[config.mk]
export PLATFORM = sky130hd
export DESIGN_NAME = fetch_unit
export DESIGN_NICKNAME = d
export VERILOG_FILES = /design/src/rtl/fetch_unit.sv
export SDC_FILE = /design/constraint.sdc
export NUM_CORES = 1
export LEC_CHECK = 0
export ABC_AREA = 1
export BUFFER_PORTS_ARGS = -buffer_cell sky130_fd_sc_hd__buf_2
export CAP_MARGIN = 0
export CORE_ASPECT_RATIO = 1.4
export CORE_MARGIN = 2
export CORE_UTILIZATION = 55
export CTS_CLUSTER_DIAMETER = 120
export DETAILED_ROUTE_END_ITERATION = 12
export GPL_ROUTABILITY_DRIVEN = 0
export PLACE_DENSITY = 0.82
export SKIP_CTS_REPAIR_TIMING = 1
export SYNTH_ARGS = -nofsm -noshare
export SYNTH_HDL_FRONTEND = slang
export SYNTH_SLANG_ARGS = --single-unit
export TNS_END_PERCENT = 100
[constraint.sdc]
create_clock -name clk -period 4.7 [get_ports clk]
set_clock_uncertainty 0.2 [all_clocks]
set_input_delay 1.41 -clock clk [delete_from_list [all_inputs] [get_ports clk]]
set_output_delay 1.41 -clock clk [all_outputs]
set_load 0.005 [all_outputs]
[src/rtl/fetch_unit.sv]
`default_nettype none
// ============================================================================
//  Module   : fetch_unit
//  Purpose  : Instruction fetch with a request/ack memory handshake, retry on
//             timeout, instruction hold and jump/branch next-PC selection.
//             Define FETCH_BNE_EN to add BNE (opcode 6'b000101) branch decode.
//  Revision : 1.0 - initial release
// ============================================================================
module fetch_unit #(
    parameter logic [31:0] RESET_PC = 32'h0000_0000,
    parameter int unsigned TIMEOUT  = 8
) (
    input  logic        clk,
    input  logic        rst_n,
    output logic        imem_req,
    output logic [31:0] imem_addr,
    input  logic        imem_ack,
    input  logic [31:0] imem_rdata,
    output logic        instr_valid,
    output logic [31:0] instr,
    output logic [5:0]  opcode,
    output logic [5:0]  func,
    output logic [31:0] pc,
    output logic [31:0] pc_plus4,
    input  logic        ex_done,
    input  logic        jump,
    input  logic        branch,
    input  logic        zero,
    output logic [31:0] retired
);

    typedef enum logic [1:0] {
        S_FETCH = 2'd0,
        S_WAIT  = 2'd1,
        S_HOLD  = 2'd2
    } state_e;

    localparam logic [7:0] WAIT_LAST = 8'(TIMEOUT - 1);

    state_e      state_q, state_d;
    logic        req_q, req_d;
    logic [7:0]  cnt_q, cnt_d;
    logic [31:0] pc_q, pc_d;
    logic [31:0] instr_q, instr_d;
    logic        valid_q, valid_d;
    logic [31:0] retired_q, retired_d;

    logic [31:0] br_offset;
    logic [31:0] next_pc;
    logic        br_taken;

    assign pc_plus4  = pc_q + 32'd4;
    assign br_offset = {{14{instr_q[15]}}, instr_q[15:0], 2'b00};
    assign opcode    = instr_q[31:26];
    assign func      = instr_q[5:0];

`ifdef FETCH_BNE_EN
    assign br_taken = branch & (((opcode == 6'b000100) &  zero) |
                                ((opcode == 6'b000101) & ~zero));
`else
    assign br_taken = branch & zero;
`endif

    always_comb begin
        if (jump) begin
            next_pc = {pc_plus4[31:28], instr_q[25:0], 2'b00};
        end else if (br_taken) begin
            next_pc = pc_plus4 + br_offset;
        end else begin
            next_pc = pc_plus4;
        end
    end

    // req_q is asserted on entry to FETCH, so the request pulse lasts exactly
    // one cycle; straight out of reset FETCH idles one cycle to raise it.
    always_comb begin
        state_d   = state_q;
        req_d     = 1'b0;
        cnt_d     = cnt_q;
        pc_d      = pc_q;
        instr_d   = instr_q;
        valid_d   = valid_q;
        retired_d = retired_q;
        case (state_q)
            S_FETCH: begin
                cnt_d = 8'd0;
                if (req_q) begin
                    state_d = S_WAIT;
                end else begin
                    req_d = 1'b1;
                end
            end
            S_WAIT: begin
                if (imem_ack) begin
                    instr_d = imem_rdata;
                    valid_d = 1'b1;
                    cnt_d   = 8'd0;
                    state_d = S_HOLD;
                end else if (cnt_q == WAIT_LAST) begin
                    cnt_d   = 8'd0;
                    req_d   = 1'b1;
                    state_d = S_FETCH;
                end else begin
                    cnt_d = cnt_q + 8'd1;
                end
            end
            S_HOLD: begin
                if (ex_done) begin
                    pc_d      = next_pc;
                    retired_d = retired_q + 32'd1;
                    valid_d   = 1'b0;
                    req_d     = 1'b1;
                    state_d   = S_FETCH;
                end
            end
            default: begin
                state_d = S_FETCH;
            end
        endcase
    end

    always_ff @(posedge clk or negedge rst_n) begin
        if (!rst_n) begin
            state_q   <= S_FETCH;
            req_q     <= 1'b0;
            cnt_q     <= 8'd0;
            pc_q      <= RESET_PC;
            instr_q   <= 32'd0;
            valid_q   <= 1'b0;
            retired_q <= 32'd0;
        end else begin
            state_q   <= state_d;
            req_q     <= req_d;
            cnt_q     <= cnt_d;
            pc_q      <= pc_d;
            instr_q   <= instr_d;
            valid_q   <= valid_d;
            retired_q <= retired_d;
        end
    end

    assign imem_req    = req_q;
    assign imem_addr   = pc_q;
    assign instr_valid = valid_q;
    assign instr       = instr_q;
    assign pc          = pc_q;
    assign retired     = retired_q;

endmodule
`default_nettype wire
### Yosys cells after proc, flatten, opt, wreduce, memory -nomap -nowiden

Cells that the tools add are included.

* register bits: 108
* logic and storage cells: 44

* $add $sub $neg: 4
* multiplexer cells: 18
* bitwise operators: 1
* reduce and logical (&&, ||, !) cells: 7
* equality and inequality tests: 7

Operator list (count)
* $mux W32: 2
* $add A32 B1 Y32 const B: 1
* $add A32 B3 Y32 const B: 1
* $add A32 B32 Y32: 1
* $mux W8: 2
* $pmux W8 S2: 1
* $add A8 B1 Y8 const B: 1
* $eq A8 B3 Y1 const B: 1
* $mux W2: 4
* $mux W1: 6
* $ne A2 B2 Y1 const B: 3
* $pmux W2 S3: 1
* $reduce_and A3 Y1: 2
* $reduce_and A2 Y1: 2
* $reduce_bool A2 Y1: 2
* $ne A3 B3 Y1 const B: 1
* $pmux W1 S3: 1
* $eq A2 B1 Y1 const B: 1
* $eq A2 B2 Y1 const B: 1
* $logic_not A2 Y1: 1
* $pmux W1 S2: 1
* $and A1 B1 Y1: 1

### Longest topological paths before layout

* word-level depth: 4
* mapped depth: 24
* mapped depth without buffers: 24

### Least setup slack after synthesis

OpenSTA, ideal clock, no wires.

* path type: reg2out
* start: reg pc_q[2] (netlist: imem_addr[2])
* end: out pc_plus4[24]
* data required time: 3.090 ns
* slack: 1.553 ns
* cell stages (with the launch flop): 9
* buffers on the path: 0
* arrival: 1.537 ns
* cell sequence: dfrtp_1 ha_1 nand2_1 nor2_1 nand2_1 nor2_2 nand3_1 or2_1 nand2_1

* cells in the longest elaborated chain, start to end: 1

Ends and longest elaborated chain
* from (decl): line 43 `logic [31:0] pc_q, pc_d;`
* from (signal assigned): line 135 `pc_q <= pc_d;`
* $add A32 B3 Y32: line 52 `assign pc_plus4 = pc_q + 32'd4;`
* to (decl): line 24 `output logic [31:0] pc_plus4,`

Every way passes these cells.

### Worst setup path after layout

* start: reg pc_q[15] (netlist: imem_addr[15])
* end: out pc_plus4[24]

Same word-level chain as after synthesis.

==> flow_summary.ini <==
[layout]
final-seq-area_um2 = 2653
area_of_the_multi_input_gates_um2 = 4629
post_route_cells_drive_above_1_share = 0.2009
stdcell_area_um2 = 9647
antenna_cells_inserted = 0
layout.nets = 1483
final.fill_count = 1405
areaGrowthSynthToFinish_pct = 14.17
layout_commonest_cell = sky130_fd_sc_hd__nand2_1
layout.cells.most_common_list = sky130_fd_sc_hd__nand2_1 (374), sky130_fd_sc_hd__buf_2 (205), sky130_fd_sc_hd__inv_1 (189)

[floorplanning]
die-width_um = 108.8
core_um2 = 15050
die_h_um = 150.7
fp.dieArea_um2 = 16380
floorplan.initialDensity = 0.5613
core.rowCount = 53
ioPinCount = 213

[sta]
fin_hold_ws_ns = 0.2801
worst_slew_margin_rel = 0.3132
period_minus_slack_ns = 4.232
worst-slew-pin-transition_ns = 1.030
finalHoldViolations = 0
setup_tns_ns = 0
fin_crit_sh = 0.9004
drv_slew = 0
rsz0062_at_grt = false
final-setup-viol-count = 0
achievable-frequency_ghz = 0.2363

[power]
power.ir.vdd_worst_mv = 0.2897
cellPowerDensity_nw_per_um2 = 699.4
power_leakage_nw = 5.512
finalPower_w = 0.006747

[route]
drt-wirelength-per-cell_um = 16.08
routed-via-count = 8573
detail-route-antenna-nets = 0
post-route-drc-count = 0
first_pass_iters = 5
avgViaCountPerCell = 5.355
totalWireLength_mm = 25.74
detailedRoute.firstIterationViolations = 601

[synth]
synth_top_flop_cell = sky130_fd_sc_hd__dfrtp_1
number_of_enable_flip_flop_cells_after_synthesis = 0
synth_cell_types = 50
yosysSeqAreaShare = 0.3139
warnings_from_yosys = 0
synthesis.area_per_instance_um2 = 6.803
syn_area_um2 = 8449
async_flop_share = 1.000
synth_seq_cells = 106
netlist_instances = 1242

[min_path]
worst_min_path_start = instr_valid
worst_hold_path_type = reg -> reg

[run_status]
result_of_the_run = complete, no violations

[global_routing]
globalRoute.totalOverflow = 0
largest_net_degree_at_the_start_of_global_routing = 77
initial_antenna_violation_count = 0
grt_first_pass_wirelength_mm = 39.58
grt_usage = 0.3141
number_of_global_route_vias_before_repair = 8043

[clock_network]
worstSkewPairLatency_ns = 0.35
cts.sinks = 106
cts_buffers = 9
h_tree_levels = 3
ctsLongestPathBuffers = 2
register_clock_pin_slew_on_the_reported_worst_setup_and_hold_paths_ns = 0.08
cts_tree = built
cts-root-buf = sky130_fd_sc_hd__clkbuf_16

[setup_path]
critPathKind = reg -> out
startpoint_type = flip-flop
arrival_ns = 2.62
critical_path.endpoint_type = output pin
cp-startpoint = imem_addr[15]
timing.rr.start = imem_addr[15]
required_time_worst_endpoint_ns = 3.09
largest_driver_fanout_on_the_critical_path = 5

[flow_run]
maxCapViolations = 0

[place]
dp.final_hpwl_mm = 20.37
placement.cell_area_um2 = 9359
port_bufs = 206
==> cells in the mapped netlist (3+ instances only) <==
master,count,area [um^2]
sky130_fd_sc_hd__o21ai_0,25,125.1
sky130_fd_sc_hd__or2_1,3,18.77
sky130_fd_sc_hd__nand4_1,12,75.07
sky130_fd_sc_hd__nor3_1,25,125.1
sky130_fd_sc_hd__nand2_1,375,1408
sky130_fd_sc_hd__clkbuf_1,9,33.78
sky130_fd_sc_hd__inv_1,189,709.4
sky130_fd_sc_hd__nor2_1,106,397.9
sky130_fd_sc_hd__inv_2,8,30.03
sky130_fd_sc_hd__nand3_2,3,30.03
sky130_fd_sc_hd__xor2_1,40,350.3
sky130_fd_sc_hd__nor2_4,3,33.78
sky130_fd_sc_hd__clkinv_1,3,11.26
sky130_fd_sc_hd__buf_2,8,40.04
sky130_fd_sc_hd__ha_1,38,475.5
sky130_fd_sc_hd__buf_4,48,360.4
sky130_fd_sc_hd__nor2_2,6,37.54
sky130_fd_sc_hd__o211ai_1,4,30.03
sky130_fd_sc_hd__nand3_1,82,410.4
sky130_fd_sc_hd__o21ai_1,10,50.05
sky130_fd_sc_hd__o21bai_1,3,22.52
sky130_fd_sc_hd__mux2_2,22,247.7
sky130_fd_sc_hd__and2_1,5,31.28
sky130_fd_sc_hd__nand2_2,4,25.02
sky130_fd_sc_hd__a21oi_1,60,300.3
sky130_fd_sc_hd__xnor2_1,13,113.9
sky130_fd_sc_hd__dfrtp_1,106,2653
==> final cells by class <==
class	instances	area share
multi-input combinational	875	0.4799
tap	192	0.02490
inverter	200	0.07782
sequential	106	0.2750
timing repair buffer	213	0.1126
clock inverter	6	0.006485
clock buffer	9	0.02335
==> flip-flops by register name, summed over array words and instances (netlist names) <==
register / flops
instr_valid: 1
imem_req: 1
state_q: 2
instr: 32
retired: 32
imem_addr: 30
cnt_q: 8
==> worst max-delay path, cell delays in order (launching register included) <==
cell and delay [ns]:
sky130_fd_sc_hd__dfrtp_1 0.47, sky130_fd_sc_hd__inv_1 0.12, sky130_fd_sc_hd__nor3_1 0.61, sky130_fd_sc_hd__nand2_1 0.16, sky130_fd_sc_hd__nor2_2 0.29, sky130_fd_sc_hd__nand3_1 0.14
sky130_fd_sc_hd__or2_1 0.26, sky130_fd_sc_hd__nand2_1 0.10, sky130_fd_sc_hd__buf_2 0.12
==> cells by family after synthesis <==
kind of cell             synth area share
AO/OA/AOI/OAI                     0.07819
XOR/XNOR                          0.05686
adder cells (fa/ha/maj)           0.05864
buffers and inverters              0.1407
flip-flops                         0.3139
multiplexers                      0.02932
other                           0.0004438
AND/OR/NAND/NOR                    0.3219
==> stage by stage <==
stage | util | setup WS (ns) | instances
after floorplan | - | 1.553 | 1247
after global placement | 0.6217 | 1.117 | 1586
after detailed placement | 0.6217 | 1.070 | 1586
after CTS | 0.6408 | 0.6629 | 1601
after global routing | 0.6408 | 0.3187 | 1601
final | 0.6408 | 0.4683 | 1601
==> metal layers <==
| layer | vias to the layer above | GRT usage | routed length, um |
|---|---|---|---|
| met5 | - | 0 | 0 |
| met4 | 0 | 0.1353 | 1113 |
| met3 | 83 | 0.05152 | 2110 |
| met2 | 402 | 0.5628 | 13020 |
| met1 | 3934 | 0.3656 | 9500 |
| li1 | 4154 | - | - |
==> final timing paths <==
kind                                      end  slack, ns  depth (start not counted)
max in group asynchronous           instr[18]       2.39                          2
worst min register to register    instr_valid       0.28                          2
worst max register to register  imem_addr[27]       0.86                         19
min in group asynchronous            cnt_q[3]       1.02                          1
worst min-delay path              instr_valid       0.28                          2
worst max-delay path             pc_plus4[24]       0.47                          8
==> where the power goes <==
part / switching (W) / internal (W)
combinational: 0.00271 / 0.00164
clock: 0.000380 / 0.000371
sequential: 0.000443 / 0.00120
total: 0.00353 / 0.00321
(Power assumes the default switching activity.)
